===== src/rtl/axi4_read_buffer_pkg.sv =====
// Shared AXI4 read-channel payload types for the read-path buffer.
// Field order is fixed so that packed payloads stay bit-compatible with the rest of the fabric.
package axi4_read_buffer_pkg;

    localparam int unsigned ID_W   = 4;
    localparam int unsigned ADDR_W = 32;
    localparam int unsigned DATA_W = 32;

    typedef struct packed {
        logic [ID_W-1:0]   Id;
        logic [ADDR_W-1:0] Addr;
        logic [7:0]        Len;
        logic [2:0]        Size;
        logic [1:0]        Burst;
    } AxiRdAddr_t;

    typedef struct packed {
        logic [ID_W-1:0]   Id;
        logic [DATA_W-1:0] Data;
        logic [1:0]        Resp;
        logic              Last;
    } AxiRdData_t;

endpackage


===== src/rtl/axi4_read_buffer_if.sv =====
// AXI4 read-only interface: AR and R channels.
// Master drives AR and accepts R; Slave is the mirror image.
interface AXI4ReadIntf;
    import axi4_read_buffer_pkg::*;

    logic       RdAddrValid;
    logic       RdAddrReady;
    AxiRdAddr_t RdAddrPayload;
    logic       RdDataValid;
    logic       RdDataReady;
    AxiRdData_t RdDataPayload;

    modport Master (
        output RdAddrValid, RdAddrPayload, RdDataReady,
        input  RdAddrReady, RdDataValid, RdDataPayload
    );

    modport Slave (
        input  RdAddrValid, RdAddrPayload, RdDataReady,
        output RdAddrReady, RdDataValid, RdDataPayload
    );

endinterface


===== src/rtl/axi4_read_buffer_sync_fifo.sv =====
// Synchronous FIFO with registered storage and occupancy counter; no fall-through.
// Flags derive only from the level register, so they never depend on this cycle's push/pop.
module sync_fifo #(
    parameter type         T     = logic [7:0],
    parameter int unsigned DEPTH = 4
) (
    input  logic                         clk,
    input  logic                         rst,
    input  logic                         push,
    input  T                             pushData,
    input  logic                         pop,
    output T                             popData,
    output logic                         full,
    output logic                         empty,
    output logic [$clog2(DEPTH+1)-1:0]   level
);

    localparam int unsigned PW = $clog2(DEPTH);
    localparam int unsigned LW = $clog2(DEPTH+1);

    T               mem [DEPTH];
    logic [PW-1:0]  wrPtr;
    logic [PW-1:0]  rdPtr;
    logic           doPush;
    logic           doPop;

    assign full    = (level == LW'(DEPTH));
    assign empty   = (level == '0);
    assign doPush  = push && !full;
    assign doPop   = pop && !empty;
    assign popData = mem[rdPtr];

    // Power-of-two depth: pointers wrap by natural overflow.
    always_ff @(posedge clk) begin
        if (rst) begin
            wrPtr <= '0;
            rdPtr <= '0;
            level <= '0;
        end else begin
            if (doPush) begin
                mem[wrPtr] <= pushData;
                wrPtr      <= wrPtr + 1'b1;
            end
            if (doPop) begin
                rdPtr <= rdPtr + 1'b1;
            end
            case ({doPush, doPop})
                2'b10:   level <= level + 1'b1;
                2'b01:   level <= level - 1'b1;
                default: level <= level;
            endcase
        end
    end

endmodule


===== src/rtl/axi4_read_buffer.sv =====
// AXI4 read-path buffer: independent AR/R FIFOs plus a cap on bursts in flight downstream.
// Every valid/ready output is a function of registers and rst only.
module axi4_read_buffer
    import axi4_read_buffer_pkg::*;
#(
    parameter int unsigned AR_DEPTH        = 4,
    parameter int unsigned R_DEPTH         = 16,
    parameter int unsigned MAX_OUTSTANDING = 8
) (
    input  logic                                   clk,
    input  logic                                   rst,
    AXI4ReadIntf.Slave                             s_rd,
    AXI4ReadIntf.Master                            m_rd,
    output logic [$clog2(MAX_OUTSTANDING+1)-1:0]   outstanding_cnt,
    output logic [$clog2(AR_DEPTH+1)-1:0]          ar_level,
    output logic [$clog2(R_DEPTH+1)-1:0]           r_level,
    output logic                                   err_spurious_last
);

    localparam int unsigned OCW = $clog2(MAX_OUTSTANDING+1);

    logic       arFull, arEmpty, rFull, rEmpty;
    logic       arPush, arPop, rPush, rPop;
    logic       lastIn, lastDec;
    AxiRdAddr_t arHead;
    AxiRdData_t rHead;

    assign s_rd.RdAddrReady   = !rst && !arFull;
    assign m_rd.RdAddrValid   = !rst && !arEmpty && (outstanding_cnt < OCW'(MAX_OUTSTANDING));
    assign m_rd.RdAddrPayload = arHead;
    assign m_rd.RdDataReady   = !rst && !rFull;
    assign s_rd.RdDataValid   = !rst && !rEmpty;
    assign s_rd.RdDataPayload = rHead;

    assign arPush = s_rd.RdAddrValid && s_rd.RdAddrReady;
    assign arPop  = m_rd.RdAddrValid && m_rd.RdAddrReady;
    assign rPush  = m_rd.RdDataValid && m_rd.RdDataReady;
    assign rPop   = s_rd.RdDataValid && s_rd.RdDataReady;

    sync_fifo #(.T(AxiRdAddr_t), .DEPTH(AR_DEPTH)) arFifo (
        .clk      (clk),
        .rst      (rst),
        .push     (arPush),
        .pushData (s_rd.RdAddrPayload),
        .pop      (arPop),
        .popData  (arHead),
        .full     (arFull),
        .empty    (arEmpty),
        .level    (ar_level)
    );

    sync_fifo #(.T(AxiRdData_t), .DEPTH(R_DEPTH)) rFifo (
        .clk      (clk),
        .rst      (rst),
        .push     (rPush),
        .pushData (m_rd.RdDataPayload),
        .pop      (rPop),
        .popData  (rHead),
        .full     (rFull),
        .empty    (rEmpty),
        .level    (r_level)
    );

    // A Last with nothing in flight only flags the error; it never consumes a burst.
    assign lastIn  = rPush && m_rd.RdDataPayload.Last;
    assign lastDec = lastIn && (outstanding_cnt != '0);

    always_ff @(posedge clk) begin
        if (rst) begin
            outstanding_cnt   <= '0;
            err_spurious_last <= 1'b0;
        end else begin
            if (arPop && !lastDec) begin
                outstanding_cnt <= outstanding_cnt + 1'b1;
            end else if (!arPop && lastDec) begin
                outstanding_cnt <= outstanding_cnt - 1'b1;
            end
            if (lastIn && (outstanding_cnt == '0)) begin
                err_spurious_last <= 1'b1;
            end
        end
    end

endmodule

===== src/flat_wrapper.sv =====
// flat-port wrapper written by rule: the top's interface ports become plain ports
module axi4_read_buffer_flat import axi4_read_buffer_pkg::*;
#(
    parameter int unsigned AR_DEPTH        = 4,
    parameter int unsigned R_DEPTH         = 16,
    parameter int unsigned MAX_OUTSTANDING = 8
)
  (clk, rst, outstanding_cnt, ar_level, r_level, err_spurious_last, s_rd_RdAddrValid, s_rd_RdAddrPayload, s_rd_RdDataReady, s_rd_RdAddrReady, s_rd_RdDataValid, s_rd_RdDataPayload, m_rd_RdAddrValid, m_rd_RdAddrPayload, m_rd_RdDataReady, m_rd_RdAddrReady, m_rd_RdDataValid, m_rd_RdDataPayload);
  AXI4ReadIntf s_rd_i ();
  AXI4ReadIntf m_rd_i ();
  input  logic clk;
  input  logic rst;
  output logic [$clog2(MAX_OUTSTANDING+1)-1:0] outstanding_cnt;
  output logic [$clog2(AR_DEPTH+1)-1:0] ar_level;
  output logic [$clog2(R_DEPTH+1)-1:0] r_level;
  output logic err_spurious_last;
  input wire logic [$bits(s_rd_i.RdAddrValid)-1:0] s_rd_RdAddrValid;
  input wire logic [$bits(s_rd_i.RdAddrPayload)-1:0] s_rd_RdAddrPayload;
  input wire logic [$bits(s_rd_i.RdDataReady)-1:0] s_rd_RdDataReady;
  output wire logic [$bits(s_rd_i.RdAddrReady)-1:0] s_rd_RdAddrReady;
  output wire logic [$bits(s_rd_i.RdDataValid)-1:0] s_rd_RdDataValid;
  output wire logic [$bits(s_rd_i.RdDataPayload)-1:0] s_rd_RdDataPayload;
  output wire logic [$bits(m_rd_i.RdAddrValid)-1:0] m_rd_RdAddrValid;
  output wire logic [$bits(m_rd_i.RdAddrPayload)-1:0] m_rd_RdAddrPayload;
  output wire logic [$bits(m_rd_i.RdDataReady)-1:0] m_rd_RdDataReady;
  input wire logic [$bits(m_rd_i.RdAddrReady)-1:0] m_rd_RdAddrReady;
  input wire logic [$bits(m_rd_i.RdDataValid)-1:0] m_rd_RdDataValid;
  input wire logic [$bits(m_rd_i.RdDataPayload)-1:0] m_rd_RdDataPayload;
  assign s_rd_i.RdAddrValid = s_rd_RdAddrValid;
  assign s_rd_i.RdAddrPayload = s_rd_RdAddrPayload;
  assign s_rd_i.RdDataReady = s_rd_RdDataReady;
  assign s_rd_RdAddrReady = s_rd_i.RdAddrReady;
  assign s_rd_RdDataValid = s_rd_i.RdDataValid;
  assign s_rd_RdDataPayload = s_rd_i.RdDataPayload;
  assign m_rd_RdAddrValid = m_rd_i.RdAddrValid;
  assign m_rd_RdAddrPayload = m_rd_i.RdAddrPayload;
  assign m_rd_RdDataReady = m_rd_i.RdDataReady;
  assign m_rd_i.RdAddrReady = m_rd_RdAddrReady;
  assign m_rd_i.RdDataValid = m_rd_RdDataValid;
  assign m_rd_i.RdDataPayload = m_rd_RdDataPayload;
  axi4_read_buffer #(.AR_DEPTH(AR_DEPTH), .R_DEPTH(R_DEPTH), .MAX_OUTSTANDING(MAX_OUTSTANDING)) u_core (.clk(clk), .rst(rst), .s_rd(s_rd_i), .m_rd(m_rd_i), .outstanding_cnt(outstanding_cnt), .ar_level(ar_level), .r_level(r_level), .err_spurious_last(err_spurious_last));
endmodule

===== config.mk =====
export PLATFORM = sky130hd
export DESIGN_NAME = axi4_read_buffer_flat
export DESIGN_NICKNAME = d
export VERILOG_FILES = /design/src/rtl/axi4_read_buffer_pkg.sv /design/src/rtl/axi4_read_buffer_if.sv /design/src/rtl/axi4_read_buffer_sync_fifo.sv /design/src/rtl/axi4_read_buffer.sv /design/src/flat_wrapper.sv
export SDC_FILE = /design/constraint.sdc
export NUM_CORES = 1
export LEC_CHECK = 0
export ABC_CLOCK_PERIOD_IN_PS = 6000
export CAP_MARGIN = 20
export CORE_MARGIN = 5
export CORE_UTILIZATION = 63
export DETAILED_ROUTE_END_ITERATION = 12
export DONT_BUFFER_PORTS = 1
export HOLD_SLACK_MARGIN = 0.03
export PLACE_DENSITY = 0.78
export SLEW_MARGIN = 20
export SYNTH_ARGS = -nofsm -noshare
export SYNTH_HDL_FRONTEND = slang
export SYNTH_SLANG_ARGS = --single-unit
export TNS_END_PERCENT = 50

===== constraint.sdc =====
create_clock -name clk -period 6 [get_ports clk]
set_input_delay 1.2 -clock clk [delete_from_list [all_inputs] [get_ports clk]]
set_output_delay 1.2 -clock clk [all_outputs]
set_load 0.1 [all_outputs]

==> results.py, run 1 <==
metrics = {
    "timing": {
        "tightest_slew_ns": 1.18,
        "hold_violations": 0,
        "rsz0062_at_grt": "no",
        "fin_crit_sh": 0.756,
        "setup_viol": 0,
        "slew_viol_final": 0,
        "setup_tns_ns": 0,
        "timing.fmax_mhz": 220,
        "fin_skew_ns": 0.0382,
        "fin_crit_ns": 4.54,
        "slew_headroom": 0.215,
        "hold_slack_ns": 0.522,
        "worst_slack_ns": 1.46,
    },
    "placement": {
        "portBuffers": 0,
        "dp_hpwl_um": 36600,
        "gp_congestion": 0.745,
        "pre_cts_slack_ns": 2.03,
        "placed_area_mm2": 0.0334,
    },
    "final_layout": {
        "antenna_cells": 0,
        "drive_gt1_frac": 0.272,
        "areaGrowthSynthToFinish_pct": 11.0,
        "multi_input_area_mm2": 0.00687,
        "n_fill_cell": 2824,
        "final_cell_area_mm2": 0.0359,
        "seq_area_mm2": 0.0253,
        "nNetsFinal": 1510,
    },
    "logic_synthesis": {
        "ys_ff_latch": 851,
        "synth.area.top_cells": "edfxtp_1 (76%), mux4_2 (15%), mux4_1 (2.5%), dfxtp_1 (1.9%), ha_1 (0.62%)",
        "ys_seq_area_frac": 0.780,
        "synth_area_mm2": 0.0324,
        "yosysWarnings": 0,
        "synth_ff_type": "edfxtp_1",
        "synthTopCellsByCount": "edfxtp_1 (820), mux4_2 (213), nor2_1 (41), clkbuf_1 (36)",
        "yosysUniqueCellTypes": 48,
        "synth_top_area_frac": 0.760,
        "async_flop_share": 0,
        "synth.most_common_cell": "edfxtp_1",
        "syn_nets": 1452,
        "yosysTopAreaCell": "edfxtp_1",
        "synth-edff-count": 820,
        "syn_avg_cell_area_um2": 24.2,
        "synthCells": 1340,
    },
    "floorplan": {
        "initial_core_util": 0.634,
        "die_h_um": 237,
        "dieArea_mm2": 0.0560,
        "pin_count": 199,
        "dieWidth_um": 237,
        "rows": 83,
        "core_mm2": 0.0511,
    },
    "min_path": {
        "hold_class": "reg2reg",
    },
    "global_routing": {
        "grt_pass1_vias": 14953,
        "antenna_found_initial": 0,
        "grtUsageTotal": 0.251,
        "grt_pass1_wl_um": 102000,
        "grt_max_degree": 58,
        "grt.overflow.total": 0,
    },
    "power": {
        "leakage_nw": 10.9,
        "powerDensity_mw_per_mm2": 375,
        "p_total_mw": 13.5,
        "p_seq_frac": 0.503,
        "peakVddDrop_v": 0.000292,
        "clkPwrFrac": 0.361,
        "p_sw_mw": 3.57,
        "p_comb_frac": 0.136,
        "swShare": 0.265,
        "intPower_mw": 9.92,
    },
    "worst_setup_path": {
        "path_max_fanout": 51,
        "critPathLaunchType": "flip-flop",
        "worst-endpoint-arrival_ns": 3.34,
        "crit_path_top_delay_cell": "dfxtp_4",
        "max_stage_delay_ns": 0.80,
        "crit_family": "multiplexers",
        "crit_path_end_kind": "primary output",
        "crit_chain": "buf_12 -> mux4_1 -> mux4_2",
        "r2r_slack_ns": 2.42,
        "critPathKind": "reg2out",
        "path_buf_inv": 1,
        "worst-endpoint-required_ns": 4.80,
    },
    "cts": {
        "clk_pin_slew_ns": 0.06,
        "clock-root-buffer": "clkbuf_16",
        "clock_sinks": 851,
        "postCtsSetupRepairBufs": 0,
        "worstSkewPairLatency_ns": 0.64,
        "numCtsBuffers": 83,
        "tritoncts": "built",
        "clockBufferDepth": 3,
        "htreeDepth": 3,
        "cts_resized": 0,
        "cts_hold_buffers": 0,
    },
    "detailed_routing": {
        "wl_per_cell_um": 32.5,
        "dr.pass1.iters": 5,
        "ant_nets": 0,
        "drc": 0,
        "num_vias": 14399,
        "routed_wl_um": 69500,
        "via_per_inst": 6.73,
        "drt_iter0_markers": 1556,
    },
    "status": {
        "outcome": "complete, no violations",
    },
    "run": {
        "cap_violations": 0,
    },
}
-- tightest hold or removal path, delay by kind of cell, from the launching register on --
family | cells | cell delay, ns
flip-flops | 1 | 0.32
AND/OR/NAND/NOR | 1 | 0.08
AO/OA/AOI/OAI | 1 | 0.07
-- power by group through the flow --
| stage | Clock (mW) | Sequential (mW) | Combinational [mW] |
|---|---|---|---|
| 4_1_cts | 4.94 | 6.79 | 1.84 |
| 2_1_floorplan | 0 | 6.90 | 1.60 |
| 3_3_place_gp | 0 | 6.91 | 1.80 |
| 6_report | 4.87 | 6.78 | 1.84 |
| 5_1_grt | 5.24 | 6.79 | 1.91 |
| 3_5_place_dp | 0 | 6.91 | 1.82 |
-- kinds of logic after synthesis --
family	synth area share
fa+ha+maj	0.00742
buf+inv	0.0133
mux	0.175
flops	0.780
simple gates	0.0138
compound gates	0.00723
xor+xnor	0.00352
-- through the flow --
stage           util  cells
6_report       0.704   2141
5_1_grt        0.704   2141
4_1_cts        0.703   2139
3_5_place_dp   0.653   1991
3_3_place_gp   0.653   1991
2_1_floorplan      -   1340
-- cells in the final DEF, fill, tap and decap left out, types with 4 or more instances in the layout --
| cell | count |
|---|---|
| and2_2 | 4 |
| mux4_1 | 31 |
| clkbuf_1 | 23 |
| clkinv_2 | 11 |
| nor2_4 | 12 |
| mux2i_1 | 4 |
| dfxtp_4 | 4 |
| edfxtp_1 | 820 |
| buf_4 | 33 |
| clkbuf_16 | 84 |
| clkinv_8 | 4 |
| bufinv_16 | 4 |
| inv_1 | 17 |
| xnor2_1 | 4 |
| ha_1 | 16 |
| dfxtp_1 | 25 |
| a21oi_1 | 9 |
| o21ai_0 | 5 |
| xor2_1 | 9 |
| nor3_1 | 4 |
| mux4_2 | 213 |
| nand2_1 | 10 |
| o21a_1 | 4 |
| nor2_1 | 29 |
| clkinv_1 | 17 |
| nor3_4 | 4 |
| nand3_1 | 4 |
| buf_12 | 4 |
-- layout make-up --
type / count / share of cell area
clock inverter: 42 / 0.00982
timing repair buffer: 39 / 0.0106
inverter: 17 / 0.00178
clock buffer: 106 / 0.0602
multi-input combinational: 406 / 0.191
sequential: 851 / 0.703
tap: 680 / 0.0237
-- path summary, 6_finish.rpt --
path / from / end / cells past startpoint
worst max-delay path: flip-flop / s_rd_RdDataPayload[14] / 3
worst min-delay path: u_core.rFifo.rdPtr[1]$_SDFFE_PP0P_ / u_core.rFifo.rdPtr[1]$_SDFFE_PP0P_ / 2
worst max register to register: u_core.rFifo.level[3]$_SDFFE_PP0P_ / u_core.rFifo.level[4]$_SDFFE_PP0P_ / 11
worst min register to register: u_core.rFifo.rdPtr[1]$_SDFFE_PP0P_ / u_core.rFifo.rdPtr[1]$_SDFFE_PP0P_ / 2
-- state kept, by name (all words and copies together), names as in the netlist, named ones only --
signal,count
u_core.rFifo.mem,624
u_core.arFifo.mem,196
u_core.rFifo.level,5
u_core.outstanding_cnt,4
u_core.rFifo.rdPtr,4
u_core.rFifo.wrPtr,4
u_core.arFifo.level,3
u_core.arFifo.rdPtr,2
u_core.arFifo.wrPtr,2
u_core.err_spurious_last,1
-- routing by layer --
metal / track usage / share of wire
met5: 0 / 0
met4: 0.0715 / 0.023
met3: 0.0535 / 0.078
met2: 0.432 / 0.53
met1: 0.332 / 0.37
Note: power is estimated with default switching activity, not from simulation.
==> run 2, diff against run 1 <==
--- a/config.mk
+++ b/config.mk
@@ -5,14 +5,14 @@
 export SDC_FILE = /design/constraint.sdc
 export NUM_CORES = 1
 export LEC_CHECK = 0
-export ABC_CLOCK_PERIOD_IN_PS = 6000
+export ABC_CLOCK_PERIOD_IN_PS = 3890
 export CAP_MARGIN = 20
 export CORE_MARGIN = 5
-export CORE_UTILIZATION = 63
+export CORE_UTILIZATION = 57
 export DETAILED_ROUTE_END_ITERATION = 12
 export DONT_BUFFER_PORTS = 1
 export HOLD_SLACK_MARGIN = 0.03
-export PLACE_DENSITY = 0.78
+export PLACE_DENSITY = 0.74
 export SLEW_MARGIN = 20
 export SYNTH_ARGS = -nofsm -noshare
 export SYNTH_HDL_FRONTEND = slang
==> constraint.sdc (replaced) <==
create_clock -name clk -period 3.89 [get_ports clk]
set_input_delay 0.778 -clock clk [delete_from_list [all_inputs] [get_ports clk]]
set_output_delay 0.778 -clock clk [all_outputs]
set_load 0.1 [all_outputs]
==> run 2 against run 1 <==
Core utilization shrank 5.4 points; critical path depth unchanged; sequential share of layout area fell by 1.3 points; worst setup slack worse by 1.3 ns; total power up 59%; die area up 10%; combinational power up 64%; via count hardly changed; flip-flop and latch count did not move; sequential power increased by 52%.
==> results.py, run 2 (synthesis results as in run 1) <==
metrics = {
    "power": {
        "p_comb_frac": 0.140,
        "swShare": 0.261,
        "intPower_mw": 15.9,
        "leakage_nw": 11.2,
        "p_seq_frac": 0.480,
        "p_total_mw": 21.5,
        "peakVddDrop_v": 0.000643,
        "clkPwrFrac": 0.380,
        "powerDensity_mw_per_mm2": 587,
        "p_sw_mw": 5.61,
    },
    "detailed_routing": {
        "drt_iter0_markers": 1223,
        "top_layer_used": "met4",
        "wl_met2_um": 37100,
        "wl_met1_um": 25900,
        "ant_nets": 0,
        "wl_met3_um": 5040,
        "drc": 0,
        "num_vias": 14400,
        "wl_per_cell_um": 31.0,
        "dr.pass1.iters": 4,
        "via_per_inst": 6.44,
        "routed_wl_um": 69400,
    },
    "timing": {
        "rsz0062_at_grt": "no",
        "hold_violations": 0,
        "fin_crit_sh": 0.959,
        "slew_viol_final": 0,
        "setup_viol": 0,
        "fin_crit_ns": 3.73,
        "timing.fmax_mhz": 268,
        "tightest_slew_ns": 1.04,
        "hold_slack_ns": 0.229,
        "slew_headroom": 0.304,
        "fin_skew_ns": 0.0331,
    },
    "floorplan": {
        "pin_count": 199,
        "die_h_um": 248,
        "core_mm2": 0.0564,
        "initial_core_util": 0.574,
        "dieArea_mm2": 0.0617,
        "rows": 87,
        "dieWidth_um": 248,
    },
    "cts": {
        "clockBufferDepth": 3,
        "worstSkewPairLatency_ns": 0.64,
        "postCtsSetupRepairBufs": 0,
        "tritoncts": "built",
        "htreeDepth": 3,
        "numCtsBuffers": 84,
        "clock_sinks": 851,
        "clock-root-buffer": "clkbuf_16",
        "cts_resized": 0,
        "clk_pin_slew_ns": 0.06,
        "cts_hold_buffers": 0,
    },
    "worst_setup_path": {
        "reg2reg_from": "u_core.rFifo.level[3]$_SDFFE_PP0P_",
        "critPathLaunchType": "flip-flop",
        "crit_path_top_delay_cell": "mux4_2",
        "r2r_slack_ns": 0.64,
        "crit_chain": "buf_12 -> mux4_1 -> mux4_2",
        "reg2reg_depth": 10,
        "crit_family": "multiplexers",
        "max_stage_delay_ns": 0.80,
        "critPathKind": "reg2out",
        "worst-endpoint-arrival_ns": 2.95,
        "path_buf_inv": 1,
        "crit_path_end_kind": "primary output",
        "worst-endpoint-required_ns": 3.11,
        "path_max_fanout": 44,
        "r2r-end": "u_core.rFifo.level[4]$_SDFFE_PP0P_",
    },
    "final_layout": {
        "largest_reg_flops": 624,
        "n_fill_cell": 3606,
        "final_util": 0.650,
        "top_regs": "u_core.rFifo.mem (624), u_core.arFifo.mem (196), u_core.rFifo.level (5)",
        "mostFrequentLayoutCells": "edfxtp_1 (820), mux4_2 (213), clkbuf_16 (85)",
        "mostFrequentLayoutCell": "edfxtp_1",
        "drive_gt1_frac": 0.286,
        "areaGrowthSynthToFinish_pct": 13.1,
        "final_cell_area_mm2": 0.0366,
        "nNetsFinal": 1524,
        "top_register": "u_core.rFifo.mem",
    },
    "placement": {
        "gp_congestion": 0.747,
        "portBuffers": 0,
        "dp_hpwl_um": 34700,
        "placed_area_mm2": 0.0338,
    },
    "status": {
        "outcome": "complete, no violations",
    },
    "run": {
        "cap_violations": 0,
    },
    "min_path": {
        "worstHoldPathCells": 1,
        "min_to": "u_core.arFifo.level[2]$_SDFFE_PP0P_",
        "worstHoldStart": "rst",
        "hold_class": "in2reg",
    },
    "global_routing": {
        "grt_pass1_vias": 14929,
        "antenna_found_initial": 0,
        "grt_pass1_wl_um": 102000,
        "grtUsageTotal": 0.228,
        "grt_max_degree": 112,
        "grt.overflow.total": 0,
    },
}
==> run 2: layout make-up <==
type	count	area [um^2]	area share
Antenna cell	1	2.50	0.0000683
Clock buffer	98	2180	0.0594
Clock inverter	54	614	0.0168
Inverter	17	63.8	0.00174
Multi-Input combinational cell	406	6870	0.188
Sequential cell	851	25300	0.689
Tap cell	756	946	0.0258
Timing Repair Buffer	52	703	0.0192
==> run 2: worst max-delay path by stage <==
stage                                            start                                  to  slack [ns]  cells after the start
floorplan           u_core.rFifo.level[1]$_SDFFE_PP0P_   u_core.rFifo.mem[13][0]$_DFFE_PP_       -0.10                      6
finish                                       flip-flop              s_rd_RdDataPayload[21]        0.16                      3
global placement    u_core.rFifo.level[3]$_SDFFE_PP0P_  u_core.rFifo.level[4]$_SDFFE_PP0P_        0.77                     10
global route                                 flip-flop              s_rd_RdDataPayload[21]        0.04                      3
detailed placement  u_core.rFifo.level[3]$_SDFFE_PP0P_  u_core.rFifo.level[4]$_SDFFE_PP0P_        0.68                     10
CTS                                          flip-flop              s_rd_RdDataPayload[21]         0.1                      3
==> run 2: power groups by stage <==
stage | clock (mW) | sequential (mW) | combinational [mW]
6_report | 8.16 | 10.3 | 3.02
5_1_grt | 8.71 | 10.3 | 3.14
4_1_cts | 8.30 | 10.3 | 3.06
3_5_place_dp | 0 | 10.5 | 3.03
3_3_place_gp | 0 | 10.5 | 3.00
2_1_floorplan | 0 | 10.6 | 2.48
==> run 2: metal layers <==
metal,GRT usage,up-vias
li1,-,5885
met1,0.306,7853
met2,0.393,570
met3,0.0503,92
met4,0.0529,0
met5,0,-
==> run 2: stage by stage <==
stage,cells,TNS [ns],setup slack [ns]
global placement,2082,0,0.769
global route,2234,0,0.0409
finish,2235,0,0.158
CTS,2234,0,0.0976
floorplan,1340,-32.60,-0.102
detailed placement,2082,0,0.683
==> run 3, diff against run 2 <==
--- a/config.mk
+++ b/config.mk
@@ -17,4 +17,4 @@
 export SYNTH_ARGS = -nofsm -noshare
 export SYNTH_HDL_FRONTEND = slang
 export SYNTH_SLANG_ARGS = --single-unit
-export TNS_END_PERCENT = 50
+export TNS_END_PERCENT = 20
==> run 3 against run 2 <==
Via count shrank 1.2%; core utilization down 0.17 points; wire length decreased by 2.1%; global-route usage decreased by 0.50 points; fmax increased by 1.3%; clock power fell by 3.1%; non-clock buffer count increased by 5; clock skew is 0.0041 ns lower; combinational power hardly changed; worst setup slack better by 0.047 ns; critical endpoint is now s_rd_RdDataPayload[30]; highest routed layer unchanged.
==> results.py, run 3 (synthesis results as in run 1) <==
metrics = {
    "status": {
        "outcome": "complete, no violations",
    },
    "timing": {
        "timing.fmax_mhz": 271,
        "fin_crit_sh": 0.947,
        "slew_viol_final": 0,
        "fin_skew_ns": 0.0290,
        "setup_viol": 0,
        "tightest_slew_ns": 1.01,
        "hold_slack_ns": 0.237,
        "hold_violations": 0,
        "fin_crit_ns": 3.68,
        "worst_slack_ns": 0.206,
        "rsz0062_at_grt": "no",
        "slew_headroom": 0.328,
        "setup_tns_ns": 0,
    },
    "final_layout": {
        "antenna_cells": 0,
        "final_util": 0.648,
        "final_cell_area_mm2": 0.0365,
        "largest_reg_flops": 624,
        "top_register": "u_core.rFifo.mem",
        "mostFrequentLayoutCells": "edfxtp_1 (820), mux4_2 (213), clkbuf_16 (85)",
        "nNetsFinal": 1527,
        "top_regs": "u_core.rFifo.mem (624), u_core.arFifo.mem (196), u_core.rFifo.level (5)",
        "mostFrequentLayoutCell": "edfxtp_1",
        "drive_gt1_frac": 0.288,
        "areaGrowthSynthToFinish_pct": 12.9,
    },
    "worst_setup_path": {
        "r2r_slack_ns": 0.67,
        "critPathKind": "reg2out",
        "worst-endpoint-required_ns": 3.11,
        "crit_path_end_kind": "primary output",
        "worst-endpoint-arrival_ns": 2.91,
        "critPathLaunchType": "flip-flop",
        "r2r-end": "u_core.rFifo.level[4]$_SDFFE_PP0P_",
        "path_max_fanout": 21,
        "reg2reg_depth": 10,
        "reg2reg_from": "u_core.rFifo.level[3]$_SDFFE_PP0P_",
    },
    "floorplan": {
        "pin_count": 199,
        "die_h_um": 248,
        "core_mm2": 0.0564,
        "dieArea_mm2": 0.0617,
        "initial_core_util": 0.574,
        "dieWidth_um": 248,
        "rows": 87,
    },
    "global_routing": {
        "grt.overflow.total": 0,
        "grtUsageTotal": 0.223,
        "grt_pass1_wl_um": 99800,
        "grt_max_degree": 59,
        "grt_pass1_vias": 14843,
        "antenna_found_initial": 0,
    },
    "detailed_routing": {
        "ant_nets": 0,
        "wl_per_cell_um": 30.4,
        "drc": 0,
        "via_per_inst": 6.37,
        "num_vias": 14222,
        "drt_iter0_markers": 1274,
        "dr.pass1.iters": 5,
        "routed_wl_um": 67900,
    },
    "power": {
        "powerDensity_mw_per_mm2": 582,
        "peakVddDrop_v": 0.000483,
        "leakage_nw": 11.2,
    },
    "cts": {
        "clock_sinks": 851,
        "clock-root-buffer": "clkbuf_16",
        "postCtsSetupRepairBufs": 0,
        "clockBufferDepth": 3,
        "worstSkewPairLatency_ns": 0.62,
        "numCtsBuffers": 82,
        "clk_pin_slew_ns": 0.06,
        "cts_hold_buffers": 0,
        "htreeDepth": 3,
        "cts_resized": 0,
        "tritoncts": "built",
    },
    "min_path": {
        "worstHoldStart": "rst",
        "hold_class": "in2reg",
        "worstHoldPathCells": 1,
    },
    "run": {
        "cap_violations": 0,
    },
    "placement": {
        "portBuffers": 0,
        "gp_congestion": 0.819,
        "placed_area_mm2": 0.0339,
        "dp_hpwl_um": 35200,
        "pre_cts_slack_ns": 0.687,
    },
}
[run 3: changes by cell type in the layout (fill, tap and decap cells not counted), moves of 3 or more]
| cell | delta |
|---|---|
| clkinv_1 | -9 |
| buf_4 | +6 |
| clkbuf_1 | +4 |
| clkinv_8 | -3 |
[run 3: stage by stage]
stage | total power, mW | std cells
5_1_grt | 22.0 | 2232
3_3_place_gp | 13.5 | 2087
2_1_floorplan | 13.1 | 1340
4_1_cts | 21.4 | 2232
3_5_place_dp | 13.6 | 2087
6_report | 21.3 | 2232
[run 3: where the power goes]
part	switching (mW)	internal, mW
logic	2.11	0.927
registers	0.0930	10.2
clock network	3.32	4.59
total	5.52	15.7
[run 3: worst max-delay path: stages, from the launching register on]
cell and delay, ns:
dfxtp_4 0.45, buf_12 0.25, buf_12 0.22, mux4_1 0.58, mux4_2 0.77
[run 3: how the worst max path moves through the flow]
stage | startpoint | endpoint | cells after the start
floorplan | u_core.rFifo.level[1]$_SDFFE_PP0P_ | u_core.rFifo.mem[3][0]$_DFFE_PP_ | 4
global placement | rst | u_core.rFifo.level[4]$_SDFFE_PP0P_ | 9
detailed placement | rst | u_core.rFifo.level[4]$_SDFFE_PP0P_ | 9
CTS | flip-flop | s_rd_RdDataPayload[30] | 4
global route | flip-flop | s_rd_RdDataPayload[30] | 4
finish | flip-flop | s_rd_RdDataPayload[30] | 4
[run 3: routing by layer]
layer | share of wire | GRT usage | vias up
met2 | 0.53 | 0.382 | 543
li1 | - | - | 5887
met1 | 0.38 | 0.296 | 7691
met5 | 0 | 0 | -
met3 | 0.071 | 0.0525 | 101
met4 | 0.022 | 0.0573 | 0
[run 3: cell type report]
class                      instances  area, um^2
fill                            3571       19800
clock buffer                     101        2170
multi-input combinational        406        6860
tap                              756         946
inverter                          17        63.8
clock inverter                    44         515
sequential                       851       25300
timing repair buffer              57         733
